==> config.mk <==
export PLATFORM = sky130hd
export DESIGN_NAME = motoro3_step_sequencer
export DESIGN_NICKNAME = d
export VERILOG_FILES = /design/src/rtl/motoro3_pkg.sv /design/src/rtl/motoro3_step_timer.sv /design/src/rtl/motoro3_step_sequencer.sv
export SDC_FILE = /design/constraint.sdc
export NUM_CORES = 1
export LEC_CHECK = 0
export BUFFER_PORTS_ARGS = -buffer_cell sky130_fd_sc_hd__buf_2
export CAP_MARGIN = 5
export CORE_ASPECT_RATIO = 1.2
export CORE_MARGIN = 10
export CORE_UTILIZATION = 54
export CTS_CLUSTER_SIZE = 20
export DETAILED_ROUTE_END_ITERATION = 12
export MAX_ROUTING_LAYER = met4
export PLACE_DENSITY = 0.78
export SLEW_MARGIN = 20
export SYNTH_ARGS = -nofsm -noshare
export SYNTH_HDL_FRONTEND = slang
export SYNTH_SLANG_ARGS = --single-unit
==> constraint.sdc <==
create_clock -name clk -period 5.7 [get_ports clk]
set_clock_uncertainty 0.2 [all_clocks]
set_input_delay 1.425 -clock clk [delete_from_list [all_inputs] [get_ports clk]]
set_output_delay 1.425 -clock clk [all_outputs]
set_load 0.005 [all_outputs]
==> src/rtl/motoro3_pkg.sv <==
// rtl/motoro3_pkg.sv - shared constants and FSM encoding for the motoro3 commutation blocks
package motoro3_pkg;

    localparam int CNT_W    = 25;
    localparam int STEP_NUM = 12;
    localparam int MIN_STEP = 4;

    typedef enum logic [1:0] {
        ST_IDLE = 2'd0,
        ST_LOAD = 2'd1,
        ST_RUN  = 2'd2
    } m3_state_e;

endpackage

==> src/rtl/motoro3_step_timer.sv <==
// rtl/motoro3_step_timer.sv - step-length shadow, clamp, in-step down-counter and edge strobes
module motoro3_step_timer #(
    parameter int CNT_W    = 25,
    parameter int MIN_STEP = 4
) (
    input  logic             clk,
    input  logic             nRst,
    input  logic             clr,
    input  logic             load,
    input  logic             dec,
    input  logic             active,
    input  logic [CNT_W-1:0] step_len,
    output logic [CNT_W-1:0] cnt,
    output logic             first2,
    output logic             first1,
    output logic             last2,
    output logic             last1
);

    localparam logic [CNT_W-1:0] MIN_LEN = CNT_W'(MIN_STEP);
    localparam logic [CNT_W-1:0] ONE     = CNT_W'(1);
    localparam logic [CNT_W-1:0] TWO     = CNT_W'(2);

    logic [CNT_W-1:0] len_q, len_d;
    logic [CNT_W-1:0] cnt_q, cnt_d;
    logic [CNT_W-1:0] len_clamp;
    logic             first2_q, first2_d;
    logic             first1_q, first1_d;
    logic             last2_q, last2_d;
    logic             last1_q, last1_d;

    assign len_clamp = (step_len < MIN_LEN) ? MIN_LEN : step_len;

    always_comb begin
        len_d = len_q;
        cnt_d = cnt_q;
        if (clr) begin
            len_d = MIN_LEN;
            cnt_d = '0;
        end else if (load) begin
            len_d = len_clamp;
            cnt_d = len_clamp - ONE;
        end else if (dec && (cnt_q != '0)) begin
            cnt_d = cnt_q - ONE;
        end
        // Strobes are decoded from the next count so they line up with m3cnt
        first2_d = active && (cnt_d == len_d - ONE);
        first1_d = active && (cnt_d == len_d - TWO);
        last2_d  = active && (cnt_d == ONE);
        last1_d  = active && (cnt_d == '0);
    end

    always_ff @(posedge clk or negedge nRst) begin
        if (!nRst) begin
            len_q    <= MIN_LEN;
            cnt_q    <= '0;
            first2_q <= 1'b0;
            first1_q <= 1'b0;
            last2_q  <= 1'b0;
            last1_q  <= 1'b0;
        end else begin
            len_q    <= len_d;
            cnt_q    <= cnt_d;
            first2_q <= first2_d;
            first1_q <= first1_d;
            last2_q  <= last2_d;
            last1_q  <= last1_d;
        end
    end

    assign cnt    = cnt_q;
    assign first2 = first2_q;
    assign first1 = first1_q;
    assign last2  = last2_q;
    assign last1  = last1_q;

endmodule

==> src/rtl/motoro3_step_sequencer.sv <==
// rtl/motoro3_step_sequencer.sv - 12-step commutation timing master feeding the PWM generators
module motoro3_step_sequencer
    import motoro3_pkg::*;
#(
    parameter int CNT_W    = motoro3_pkg::CNT_W,
    parameter int STEP_NUM = motoro3_pkg::STEP_NUM,
    parameter int MIN_STEP = motoro3_pkg::MIN_STEP
) (
    input  logic             clk,
    input  logic             nRst,
    input  logic             start,
    input  logic             stopReq,
    input  logic             abort,
    input  logic [CNT_W-1:0] m3r_stepLen,
    output logic [3:0]       sgStep,
    output logic [CNT_W-1:0] m3cnt,
    output logic             m3cntFirst2,
    output logic             m3cntFirst1,
    output logic             m3cntLast2,
    output logic             m3cntLast1,
    output logic             pwmActive1,
    output logic             pwmLastStep1,
    output logic [15:0]      revCnt,
    output logic             busy
);

    localparam logic [3:0] LAST_STEP = 4'(STEP_NUM - 1);

    m3_state_e   state_q, state_d;
    logic [3:0]  sg_step_q, sg_step_d;
    logic [15:0] rev_cnt_q, rev_cnt_d;
    logic        stop_pend_q, stop_pend_d;
    logic        active_q, active_d;
    logic        last_step_q, last_step_d;
    logic        busy_q, busy_d;
    logic        t_clr, t_load, t_dec;
    logic [15:0] rev_inc;

    assign rev_inc = (rev_cnt_q == 16'hFFFF) ? rev_cnt_q : rev_cnt_q + 16'd1;

    always_comb begin
        state_d     = state_q;
        sg_step_d   = sg_step_q;
        rev_cnt_d   = rev_cnt_q;
        stop_pend_d = stop_pend_q;
        t_clr       = 1'b0;
        t_load      = 1'b0;
        t_dec       = 1'b0;
        if (abort) begin
            state_d     = ST_IDLE;
            sg_step_d   = '0;
            stop_pend_d = 1'b0;
            t_clr       = 1'b1;
        end else begin
            case (state_q)
                ST_IDLE: begin
                    if (start) begin
                        state_d     = ST_LOAD;
                        rev_cnt_d   = '0;
                        // A stop arriving with start is kept so the run ends after one cycle
                        stop_pend_d = stopReq;
                    end
                end
                ST_LOAD: begin
                    state_d     = ST_RUN;
                    sg_step_d   = '0;
                    rev_cnt_d   = '0;
                    stop_pend_d = stop_pend_q | stopReq;
                    t_load      = 1'b1;
                end
                ST_RUN: begin
                    if (stopReq) begin
                        stop_pend_d = 1'b1;
                    end
                    if (m3cnt == '0) begin
                        if (sg_step_q == LAST_STEP) begin
                            rev_cnt_d = rev_inc;
                        end
                        if ((stop_pend_q || stopReq) && (sg_step_q == LAST_STEP)) begin
                            state_d     = ST_IDLE;
                            sg_step_d   = '0;
                            stop_pend_d = 1'b0;
                            t_clr       = 1'b1;
                        end else begin
                            sg_step_d = (sg_step_q == LAST_STEP) ? 4'd0 : sg_step_q + 4'd1;
                            t_load    = 1'b1;
                        end
                    end else begin
                        t_dec = 1'b1;
                    end
                end
                default: begin
                    state_d = ST_IDLE;
                    t_clr   = 1'b1;
                end
            endcase
        end
        active_d    = (state_d == ST_RUN);
        busy_d      = (state_d != ST_IDLE);
        last_step_d = active_d && stop_pend_d && (sg_step_d == LAST_STEP);
    end

    always_ff @(posedge clk or negedge nRst) begin
        if (!nRst) begin
            state_q     <= ST_IDLE;
            sg_step_q   <= '0;
            rev_cnt_q   <= '0;
            stop_pend_q <= 1'b0;
            active_q    <= 1'b0;
            last_step_q <= 1'b0;
            busy_q      <= 1'b0;
        end else begin
            state_q     <= state_d;
            sg_step_q   <= sg_step_d;
            rev_cnt_q   <= rev_cnt_d;
            stop_pend_q <= stop_pend_d;
            active_q    <= active_d;
            last_step_q <= last_step_d;
            busy_q      <= busy_d;
        end
    end

    motoro3_step_timer #(
        .CNT_W    (CNT_W),
        .MIN_STEP (MIN_STEP)
    ) u_timer (
        .clk      (clk),
        .nRst     (nRst),
        .clr      (t_clr),
        .load     (t_load),
        .dec      (t_dec),
        .active   (active_d),
        .step_len (m3r_stepLen),
        .cnt      (m3cnt),
        .first2   (m3cntFirst2),
        .first1   (m3cntFirst1),
        .last2    (m3cntLast2),
        .last1    (m3cntLast1)
    );

    assign sgStep       = sg_step_q;
    assign pwmActive1   = active_q;
    assign pwmLastStep1 = last_step_q;
    assign revCnt       = rev_cnt_q;
    assign busy         = busy_q;

endmodule
==> impl_metrics.py <==
metrics = {
    "synthesis": {
        "syn_area_um2": 7050,
        "synth_area_leaders": "dfrtp_1 28%, xnor2_1 6.6%, nand2_1 5.5%",
        "yosys.area.top_type": "dfrtp_1",
        "syn_inst": 895,
        "yosys.cell_types.count": 88,
        "ys_warn_count": 0,
        "async_flop_share_pct": 100,
        "synthFlopType": "dfrtp_1",
        "avgSynthCellArea_um2": 7.88,
        "synth-seq-cells": 80,
        "yosysSeqAreaShare_pct": 28.4,
        "synthesis.nets": 935,
        "yosysTopAreaCellShare_pct": 28.0,
        "synth_edf_count": 0,
    },
    "final_layout": {
        "nNetsFinal": 1047,
        "finalNonFillerCells": 1176,
        "num_antenna_cells": 0,
        "layout-drive-gt1-share_pct": 22.1,
        "utilization_pct": 65.6,
        "syn2layout_area_growth_pct": 18.4,
    },
    "timing": {
        "fin_crit_sh_pct": 97.0,
        "period_needed_ns": 5.53,
        "slew-limit-headroom_pct": 37.3,
        "tightest_slew_ns": 0.928,
        "setup_violations": 0,
        "setup_tns_ns": 0,
        "hold_viol_final": 0,
        "rsz0062_at_grt": "false",
        "finalMaxSlewViolations": 0,
        "fmax_mhz": 181,
        "hold_ws_ns": 0.367,
    },
    "setup_path": {
        "crit_arrival_ns": 5.59,
        "crit_path_max_fanout": 8,
        "path_class": "register to register",
        "worstSetupStartpointType": "register",
        "cp-end-kind": "register",
        "required_ns": 5.76,
    },
    "global_route": {
        "grt_pass1_wl_um": 43200,
        "antenna_found_initial": 0,
        "track_usage_pct": 30.2,
        "grt_overflow": 0,
        "grt_max_degree": 81,
        "grt_pass1_vias": 7428,
    },
    "floorplanning": {
        "die_x_um": 124,
        "core_um2": 12700,
        "die-area_um2": 18000,
        "start_util_pct": 55.4,
        "rows": 45,
        "ioPinCount": 82,
        "die_h_um": 145,
    },
    "routing": {
        "wl_per_cell_um": 23.5,
        "drc_errors": 0,
        "drt-vias-per-instance": 6.55,
        "ant_nets": 0,
        "dr_total_vias": 7705,
        "drt_iter0_drc": 815,
        "first_pass_iters": 5,
        "wirelength_um": 27600,
    },
    "clock_tree": {
        "postCtsHoldBufs": 0,
        "cts_root_buf": "clkbuf_16",
        "cts_buffers": 9,
        "worstSkewPairLatency_ns": 0.36,
        "cts_tree": "done",
        "cts_buffer_depth": 2,
        "cts.htree.levels": 3,
        "clkTransAtPathRegs_ns": 0.08,
        "cts_sinks": 80,
    },
    "power_and_ir_drop": {
        "ir_drop_uv": 141,
        "p_per_area_nw_per_um2": 264,
        "power_leakage_nw": 3.71,
    },
    "worst_hold_path": {
        "hold_path_class": "register to register",
    },
    "placed_design": {
        "dp_hpwl_um": 21300,
        "io_buffers": 81,
        "gp_routability_congestion": 1.02,
        "dp_cells": 1159,
    },
    "flow_run": {
        "drv_cap": 0,
    },
    "run_status": {
        "outcome": "finished clean",
    },
}
-- metrics by stage --
step / cell area (um^2) / power, W / worst slack (ns)
after floorplan: 7060 / 0.00118 / 0.0126
after global placement: 7970 / 0.00145 / 0.166
after detailed placement: 7970 / 0.00145 / 0.00942
after CTS: 8330 / 0.00217 / 0.185
after global routing: 8350 / 0.00228 / 0.00724
final: 8350 / 0.00220 / 0.169
-- final timing paths --
check	slack (ns)	endpoint	from	depth (start not counted)
setup reg to reg	0.17	u_timer.first2$_DFF_PN0_	u_timer.cnt[0]$_DFF_PN0_	18
hold / removal	0.37	u_timer.len_q[24]$_DFF_PN0_	u_timer.len_q[24]$_DFF_PN0_	2
max in group asynchronous	3.83	u_timer.len_q[1]$_DFF_PN0_	nRst	1
min in group asynchronous	0.90	sgStep[1]$_DFF_PN0_	nRst	1
setup / recovery	0.17	u_timer.first2$_DFF_PN0_	u_timer.cnt[0]$_DFF_PN0_	18
hold reg to reg	0.37	u_timer.len_q[24]$_DFF_PN0_	u_timer.len_q[24]$_DFF_PN0_	2
-- worst max-delay path, cell delays in order (launching register included) --
cell,delay (ns)
dfrtp_1,0.39
inv_1,0.06
ha_1,0.23
or4b_2,0.66
or4_4,0.49
nor4_4,0.37
nor2_4,0.08
o21ai_0,0.16
nand2_1,0.12
ha_1,0.24
and3_1,0.16
a22o_1,0.23
o21ai_1,0.34
o21bai_2,0.28
or2_2,0.20
nor4_1,0.05
or4_1,0.52
a2111o_1,0.40
nor4_2,0.24
-- flip-flops by register name, summed over array words and instances, names as in the netlist --
register / flops
u_timer.last2: 1
u_timer.last1: 1
state_q: 2
revCnt: 16
busy: 1
pwmActive1: 1
u_timer.first1: 1
u_timer.cnt: 25
pwmLastStep1: 1
stop_pend_q: 1
u_timer.len_q: 25
u_timer.first2: 1
sgStep: 4
-- kinds of logic after synthesis --
kind of cell | share of synthesized area (%)
muxes | 1.28
buffers and inverters | 5.22
and+or+nand+nor | 32.5
DFF | 28.4
xor gates and xnor gates | 13.5
adders and majority gates | 1.77
AOI/OAI and AO/OA | 17.4
-- cells in the mapped netlist (all sizes together), types with 26 or more instances --
library cell  instances
xnor2                53
nor2                104
buf                  30
nand2               104
nand3                31
dfrtp                79
a21oi                57
nor3                 48
clkbuf               26
o21ai                33
xor2                 44
-- final cells by class --
cell class / count / area [um^2]
Multi-Input combinational cell: 736 / 4710
Fill cell: 1154 / 4380
Sequential cell: 80 / 2000
Timing Repair Buffer: 157 / 982
Clock buffer: 9 / 225
Tap cell: 164 / 205
Clock inverter: 7 / 135
Inverter: 23 / 86.3
-- layout by cell type, fill, tap and decap left out, drive strengths merged, types with 6 or more instances in the layout --
master	n
a211oi	22
nand3	31
a31oi	9
inv	26
clkbuf	9
nor3	48
xnor2	53
nand2	104
xor2	44
o31ai	7
o21ai	33
or4	19
and2	6
and3	9
nor4	23
a21oi	57
or3	20
nand4	18
or2	11
buf	157
nor2	104
ha	10
dfrtp	79
nand2b	10
-- per-layer routing --
metal	vias to the layer above	share of wire, %	track usage [%]
met3	91	9.7	5.86
met5	-	0	-
met2	471	47	47.8
met1	3684	39	36.9
li1	3459	-	-
met4	0	4.7	12.9
-- power breakdown --
part,internal [W],switching (W)
logic,0.000303,0.000546
registers,0.000594,0.0000345
clock network,0.000439,0.000287
total,0.00134,0.000867
-- timing repair --
action	CTS	global route
gates resized for setup	0	2
endpoints found under the setup margin	0	4
buffers inserted	0	1
(Power assumes the default switching activity.)
